**src/rtl/fetch_decode_ctrl.sv**
```systemverilog
// rtl/fetch_decode_ctrl.sv - RV32I multi-cycle fetch/decode controller with PC ownership
// Ports:
//   clk, rst                     clock, asynchronous active-high reset
//   imem_req/addr/valid/rdata    instruction fetch handshake (addr = current pc)
//   instType..imm, pc            registered control word for the datapath
//   ex_valid/ex_done             execute handshake; br_taken/jalr_tgt sampled with ex_done
//   halted, fault, instret       status: stop flag, stop cause, retired-instruction count
module fetch_decode_ctrl #(
   parameter logic [31:0] RESET_PC  = 32'h0000_0000,
   parameter logic [7:0]  FETCH_TMO = 8'd255
) (
   input  logic        clk,
   input  logic        rst,
   output logic        imem_req,
   output logic [31:0] imem_addr,
   input  logic        imem_valid,
   input  logic [31:0] imem_rdata,
   output logic [3:0]  instType,
   output logic [2:0]  fun3,
   output logic        fun7,
   output logic [4:0]  rd,
   output logic [4:0]  rs1,
   output logic [4:0]  rs2,
   output logic [31:0] pc,
   output logic [31:0] imm,
   output logic        ex_valid,
   input  logic        ex_done,
   input  logic        br_taken,
   input  logic [31:0] jalr_tgt,
   output logic        halted,
   output logic [1:0]  fault,
   output logic [31:0] instret
);

   typedef enum logic [2:0] {S_FETCH, S_DECODE, S_EXEC, S_UPDATE, S_HALT} state_t;

   localparam logic [3:0] T_LOAD  = 4'd0, T_IMM  = 4'd1, T_STORE = 4'd2, T_REG = 4'd3,
                          T_LUI   = 4'd4, T_AUIPC = 4'd5, T_BRNCH = 4'd6, T_JALR = 4'd7,
                          T_JAL   = 4'd8, T_NONE = 4'd15;

   state_t      state_q, state_d;
   logic [31:0] pc_q, pc_d, ir_q, ir_d;
   logic [7:0]  tmo_q, tmo_d;
   logic [3:0]  type_q, type_d;
   logic [2:0]  fun3_q, fun3_d;
   logic        fun7_q, fun7_d;
   logic [4:0]  rd_q, rd_d, rs1_q, rs1_d, rs2_q, rs2_d;
   logic [31:0] cwpc_q, cwpc_d, imm_q, imm_d;
   logic        br_q, br_d;
   logic [31:0] tgt_q, tgt_d;
   logic [1:0]  fault_q, fault_d;
   logic [31:0] instret_q, instret_d;

   logic [31:0] imm_i, imm_s, imm_b, imm_u, imm_j;
   logic [3:0]  dec_type;
   logic [31:0] dec_imm;
   logic        dec_legal, dec_sys;
   logic [31:0] next_pc;
   logic [7:0]  tmo_inc;

   assign imm_i = {{20{ir_q[31]}}, ir_q[31:20]};
   assign imm_s = {{20{ir_q[31]}}, ir_q[31:25], ir_q[11:7]};
   assign imm_b = {{19{ir_q[31]}}, ir_q[31], ir_q[7], ir_q[30:25], ir_q[11:8], 1'b0};
   assign imm_u = {ir_q[31:12], 12'b0};
   assign imm_j = {{11{ir_q[31]}}, ir_q[31], ir_q[19:12], ir_q[20], ir_q[30:21], 1'b0};
   assign tmo_inc = tmo_q + 8'd1;

   always_comb begin
      dec_type  = T_NONE;
      dec_imm   = 32'd0;
      dec_legal = 1'b1;
      dec_sys   = 1'b0;
      case (ir_q[6:0])
         7'b0000011: begin dec_type = T_LOAD;  dec_imm = imm_i; end
         7'b0010011: begin dec_type = T_IMM;   dec_imm = imm_i; end
         7'b0100011: begin dec_type = T_STORE; dec_imm = imm_s; end
         7'b0110011: begin dec_type = T_REG;   dec_imm = 32'd0; end
         7'b0110111: begin dec_type = T_LUI;   dec_imm = imm_u; end
         7'b0010111: begin dec_type = T_AUIPC; dec_imm = imm_u; end
         7'b1100011: begin dec_type = T_BRNCH; dec_imm = imm_b; end
         7'b1100111: begin dec_type = T_JALR;  dec_imm = imm_i; end
         7'b1101111: begin dec_type = T_JAL;   dec_imm = imm_j; end
         7'b1110011: begin dec_legal = 1'b0; dec_sys = 1'b1; end
         default:    dec_legal = 1'b0;
      endcase
   end

   // pc_q equals the control-word pc while an instruction is in flight.
   always_comb begin
      next_pc = pc_q + 32'd4;
      case (type_q)
         T_JAL:   next_pc = cwpc_q + imm_q;
         T_BRNCH: if (br_q) next_pc = cwpc_q + imm_q;
         T_JALR:  next_pc = tgt_q & ~32'd1;
         default: next_pc = pc_q + 32'd4;
      endcase
   end

   always_comb begin
      state_d   = state_q;
      pc_d      = pc_q;
      ir_d      = ir_q;
      tmo_d     = tmo_q;
      type_d    = type_q;
      fun3_d    = fun3_q;
      fun7_d    = fun7_q;
      rd_d      = rd_q;
      rs1_d     = rs1_q;
      rs2_d     = rs2_q;
      cwpc_d    = cwpc_q;
      imm_d     = imm_q;
      br_d      = br_q;
      tgt_d     = tgt_q;
      fault_d   = fault_q;
      instret_d = instret_q;
      case (state_q)
         S_FETCH: begin
            // a response on the last allowed cycle still wins over the timeout
            if (imem_valid) begin
               ir_d    = imem_rdata;
               state_d = S_DECODE;
            end else if (tmo_inc == FETCH_TMO) begin
               fault_d = 2'd2;
               state_d = S_HALT;
            end else begin
               tmo_d = tmo_inc;
            end
         end
         S_DECODE: begin
            if (dec_legal) begin
               type_d  = dec_type;
               fun3_d  = ir_q[14:12];
               fun7_d  = ir_q[30];
               rd_d    = ir_q[11:7];
               rs1_d   = ir_q[19:15];
               rs2_d   = ir_q[24:20];
               cwpc_d  = pc_q;
               imm_d   = dec_imm;
               state_d = S_EXEC;
            end else begin
               fault_d = dec_sys ? 2'd0 : 2'd1;
               state_d = S_HALT;
            end
         end
         S_EXEC: begin
            if (ex_done) begin
               br_d    = br_taken;
               tgt_d   = jalr_tgt;
               state_d = S_UPDATE;
            end
         end
         S_UPDATE: begin
            if (next_pc[1:0] != 2'b00) begin
               fault_d = 2'd3;
               state_d = S_HALT;
            end else begin
               pc_d      = next_pc;
               instret_d = instret_q + 32'd1;
               tmo_d     = 8'd0;
               state_d   = S_FETCH;
            end
         end
         S_HALT:  state_d = S_HALT;
         default: state_d = S_HALT;
      endcase
   end

   always_ff @(posedge clk or posedge rst) begin
      if (rst) begin
         state_q   <= S_FETCH;
         pc_q      <= RESET_PC;
         ir_q      <= 32'd0;
         tmo_q     <= 8'd0;
         type_q    <= T_NONE;
         fun3_q    <= 3'd0;
         fun7_q    <= 1'b0;
         rd_q      <= 5'd0;
         rs1_q     <= 5'd0;
         rs2_q     <= 5'd0;
         cwpc_q    <= RESET_PC;
         imm_q     <= 32'd0;
         br_q      <= 1'b0;
         tgt_q     <= 32'd0;
         fault_q   <= 2'd0;
         instret_q <= 32'd0;
      end else begin
         state_q   <= state_d;
         pc_q      <= pc_d;
         ir_q      <= ir_d;
         tmo_q     <= tmo_d;
         type_q    <= type_d;
         fun3_q    <= fun3_d;
         fun7_q    <= fun7_d;
         rd_q      <= rd_d;
         rs1_q     <= rs1_d;
         rs2_q     <= rs2_d;
         cwpc_q    <= cwpc_d;
         imm_q     <= imm_d;
         br_q      <= br_d;
         tgt_q     <= tgt_d;
         fault_q   <= fault_d;
         instret_q <= instret_d;
      end
   end

   // gating with rst drops the request the moment reset asserts
   assign imem_req  = (state_q == S_FETCH) && !rst;
   assign imem_addr = pc_q;
   assign ex_valid  = (state_q == S_EXEC);
   assign halted    = (state_q == S_HALT);
   assign instType  = type_q;
   assign fun3      = fun3_q;
   assign fun7      = fun7_q;
   assign rd        = rd_q;
   assign rs1       = rs1_q;
   assign rs2       = rs2_q;
   assign pc        = cwpc_q;
   assign imm       = imm_q;
   assign fault     = fault_q;
   assign instret   = instret_q;

endmodule

```
**config.mk**
```make
export PLATFORM = sky130hd
export DESIGN_NAME = fetch_decode_ctrl
export DESIGN_NICKNAME = d
export VERILOG_FILES = /design/src/rtl/fetch_decode_ctrl.sv
export SDC_FILE = /design/constraint.sdc
export NUM_CORES = 1
export LEC_CHECK = 0
export BUFFER_PORTS_ARGS = -buffer_cell sky130_fd_sc_hd__clkbuf_2
export CELL_PAD_IN_SITES_DETAIL_PLACEMENT = 1
export CELL_PAD_IN_SITES_GLOBAL_PLACEMENT = 1
export CORE_ASPECT_RATIO = 0.9
export CORE_MARGIN = 3
export CORE_UTILIZATION = 43
export DETAILED_ROUTE_END_ITERATION = 16
export PLACE_DENSITY = 0.9
export SLEW_MARGIN = 20
export SYNTH_ARGS = -nofsm -noshare
export SYNTH_HDL_FRONTEND = slang
export SYNTH_SLANG_ARGS = --single-unit
```
**constraint.sdc**
```tcl
create_clock -name clk -period 10.5 [get_ports clk]
set_input_delay 2.625 -clock clk [delete_from_list [all_inputs] [get_ports clk]]
set_output_delay 2.625 -clock clk [all_outputs]
set_load 0.005 [all_outputs]
```
==> impl_metrics.csv <==
group,metric,value,unit
outcome,status,"finished clean",
place,place_congestion,0.893,
cts,clock_tree.buffer_depth,3,
sta,worstMarginPinSlew,0.890,ns
critical_path,reg2reg_slack,6.69,ns
sta,grt_setup_unrepaired,"false",
routing,drc,0,
sta,finalClockSkew,0.0150,ns
run,cap_viol_max_count,0,
cts,insertion_delay,0.55,ns
logic_synthesis,ys_seq_area_share,48.8,%
pwr,vdd_drop_max,0.000132,V
logic_synthesis,synth_area,11700,um^2
floorplanning,initial_core_util,44.3,%
sta,finalSetupViolations,0,
cts,cts-root-buf,"clkbuf_16",
floorplanning,ios,225,
place,io_buffers,223,
routing,drt-pass1-iter-count,4,
critical_path,path_buf_inv,2,
grt,grt_max_degree,128,
grt,overflow,0,
critical_path,cp.depth,3,
logic_synthesis,synth_edf_count,0,
grt,grt_antenna_before_repair,1,
critical_path,cp-endpoint,"imem_req",
sta,slew_headroom,40.7,%
critical_path,r2r_end,"instret[21]$_DFFE_PP0P_",
critical_path,path_cells,"clkbuf_2, nor4_1, clkbuf_2",
pwr,power.leakage,6.97,nW
critical_path,crit_fanout,2,
logic_synthesis,synthFlopType,"dfrtp_1",
floorplanning,core,26400,um^2
pwr,p_per_area,169,nW/um^2
grt,use_met1,36.5,%
critical_path,path_common_cell,"clkbuf_2",
critical_path,critPathCaptureType,"output pin",
cts,cts_htree_levels,1,
grt,top_usage_layer,"met2",
logic_synthesis,yosys_warnings,0,
critical_path,regToRegStartpoint,"instType[3]$_DFFE_PP1P_",
critical_path,path_class,"in2out",
cts,numCtsBuffers,26,
critical_path,critPathMaxStageDelay,0.18,ns
critical_path,crit_required,7.88,ns
sta,fin_tns_setup,0,ns
critical_path,cp.arrival,3.10,ns
logic_synthesis,synthCells,1231,
sta,hold_viol,0,
cts,path_clk_slew,0.06,ns
cts,cts_tree,"yes",
routing,ant_nets,0,
logic_synthesis,avgSynthCellArea,9.50,um^2
critical_path,crit_family,"buffers and inverters",
critical_path,cp_slowest_cell,"nor4_1",
floorplanning,die-area,29200,um^2
critical_path,start_kind,"input pin",
floorplanning,die_h,162,um
grt,globalRouteTotalUtil,26.5,%
logic_synthesis,syn_nets,1336,
sta,whs,0.468,ns
finish,drive_gt1_share,24.9,%
cts,ctsResizeCount,0,
finish,n_antenna_cell,0,
cts,cts_setup_buffers,0,
floorplanning,rows,56,
finish,nets,1536,
routing,vias,10456,
critical_path,worstSetupStartpoint,"rst",
routing,wl_per_cell,22.0,um
finish,area_delta_synth_final,20.1,%
hold_path,holdCritPathClass,"reg2reg",
finish,final_util,53.2,%
pwr,power,2.37,mW
finish,mostFrequentLayoutCell,"nand2_1",
routing,drt_wl_total,39500,um
sta,min_period,5.72,ns
sta,slew_violations,0,
logic_synthesis,ys_ff_latch,228,
grt,grt_pass1_wl,62600,um
grt,grt_pass1_vias,10967,
routing,drt_iter0_markers,833,
logic_synthesis,ys_async_sr_fraction,100,%
grt,grt_use_met3,5.52,%
sta,period_share,54.5,%
cts,cts_sinks,228,
logic_synthesis,ys_types,68,
sta,fmax,175,MHz
finish,layout.cells.most_common_list,"262 x nand2_1, 224 x dfrtp_1, 223 x clkbuf_2",
place,dp_hpwl,28100,um
grt,use_met2,43.1,%
routing,vias_per_cell,5.81,
floorplanning,die_w,180,um
critical_path,reg2reg_depth,9,
cts,cts_hold_buffers,0,
[area by class of cell]
type                       count  area [um^2]
inverter                      19         78.8
fill                        3056        12400
timing repair buffer         233         1190
clock inverter                14          198
clock buffer                  34          731
tap                          348          435
sequential                   228         5710
multi-input combinational    923         5700
[report_power, final]
part / internal (mW) / leakage [nW] / switching, mW
clock network: 0.592 / 0.457 / 0.387
logic: 0.137 / 3.43 / 0.146
registers: 0.982 / 3.08 / 0.125
total: 1.71 / 6.97 / 0.659
[cells by family (layout without fill, tap and decap cells)]
| logic type | count (synthesis) | count (layout) | synth area share (%) |
|---|---|---|---|
| compound gates | 276 | 276 | 14.9 |
| xor+xnor | 62 | 62 | 4.64 |
| fa+ha+maj | 36 | 36 | 3.91 |
| buf+inv | 80 | 300 | 2.62 |
| flops | 228 | 228 | 48.8 |
| mux | 66 | 66 | 6.31 |
| simple gates | 483 | 483 | 18.8 |
[registers in the layout (all words and copies together), names as in the netlist]
register and cells:
fun3 3, rd 5, tgt_q 31, instret 32, fun7 1, br_q 1
imem_addr 32, rs2 5, ir_q 32, imm 32, rs1 5, fault 2
pc 32, tmo_q 8, state_q 3, instType 4
[synth_stat cells, types with 3 or more instances]
cell	n	area, um^2
a211oi_1	6	45.0
a21o_1	22	165
a21oi_1	68	340
a221oi_1	12	105
a222oi_1	9	90.1
a22oi_1	3	22.5
a31oi_1	12	75.1
and2_1	8	50.1
and3_1	13	81.3
and4_1	5	43.8
buf_1	4	15.0
clkbuf_1	54	203
dfrtp_1	224	5610
dfstp_2	4	105
ha_1	35	438
inv_1	19	71.3
mux2_2	62	698
mux2i_1	4	40.0
nand2_1	263	987
nand2b_1	13	81.3
nand3_1	37	185
nand3b_1	3	22.5
nand4_1	15	93.8
nor2_1	69	259
nor2b_1	6	37.5
nor3_1	15	75.1
nor3b_1	5	37.5
nor4_1	7	43.8
o211ai_1	7	52.6
o21a_1	5	37.5
o21ai_0	87	435
o21bai_1	3	22.5
o221ai_1	7	61.3
o22ai_1	4	25.0
o2bb2ai_1	3	26.3
o31ai_1	8	60.1
o41ai_1	4	35.0
or2_2	6	37.5
or3_1	5	31.3
or4_1	3	22.5
xnor2_1	50	438
xor2_1	12	105
[metrics by stage]
stage               setup slack (ns)  instance area [um^2]  instances
finish                          4.78                 14000       1799
floorplan                       1.63                 11700       1231
detailed placement              4.79                 13100       1751
global route                    4.71                 14000       1799
global placement                4.77                 13100       1751
CTS                             4.78                 14000       1799
[how the worst min path moves through the flow]
| stage | from | to | slack, ns | cells after the start |
|---|---|---|---|---|
| after global routing | rs2[2]$_DFFE_PP0P_ | rs2[2]$_DFFE_PP0P_ | 0.51 | 2 |
| after CTS | instret[31]$_DFFE_PP0P_ | instret[31]$_DFFE_PP0P_ | 0.48 | 1 |
| after global placement | rs2[4]$_DFFE_PP0P_ | rs2[4]$_DFFE_PP0P_ | 0.46 | 2 |
| after floorplan | ir_q[8]$_DFFE_PP0P_ | rd[1]$_DFFE_PP0P_ | 0.46 | 2 |
| final | instret[31]$_DFFE_PP0P_ | instret[31]$_DFFE_PP0P_ | 0.47 | 1 |
| after detailed placement | fun3[1]$_DFFE_PP0P_ | fun3[1]$_DFFE_PP0P_ | 0.46 | 2 |
[routing by layer]
metal  vias up  part of all wire (%)
met2       367                    47
met4         2                   2.9
met5         -                 0.033
met3        72                   6.9
met1      5260                    44
li1       4755                     -
Note: power is estimated with default switching activity, not from simulation.
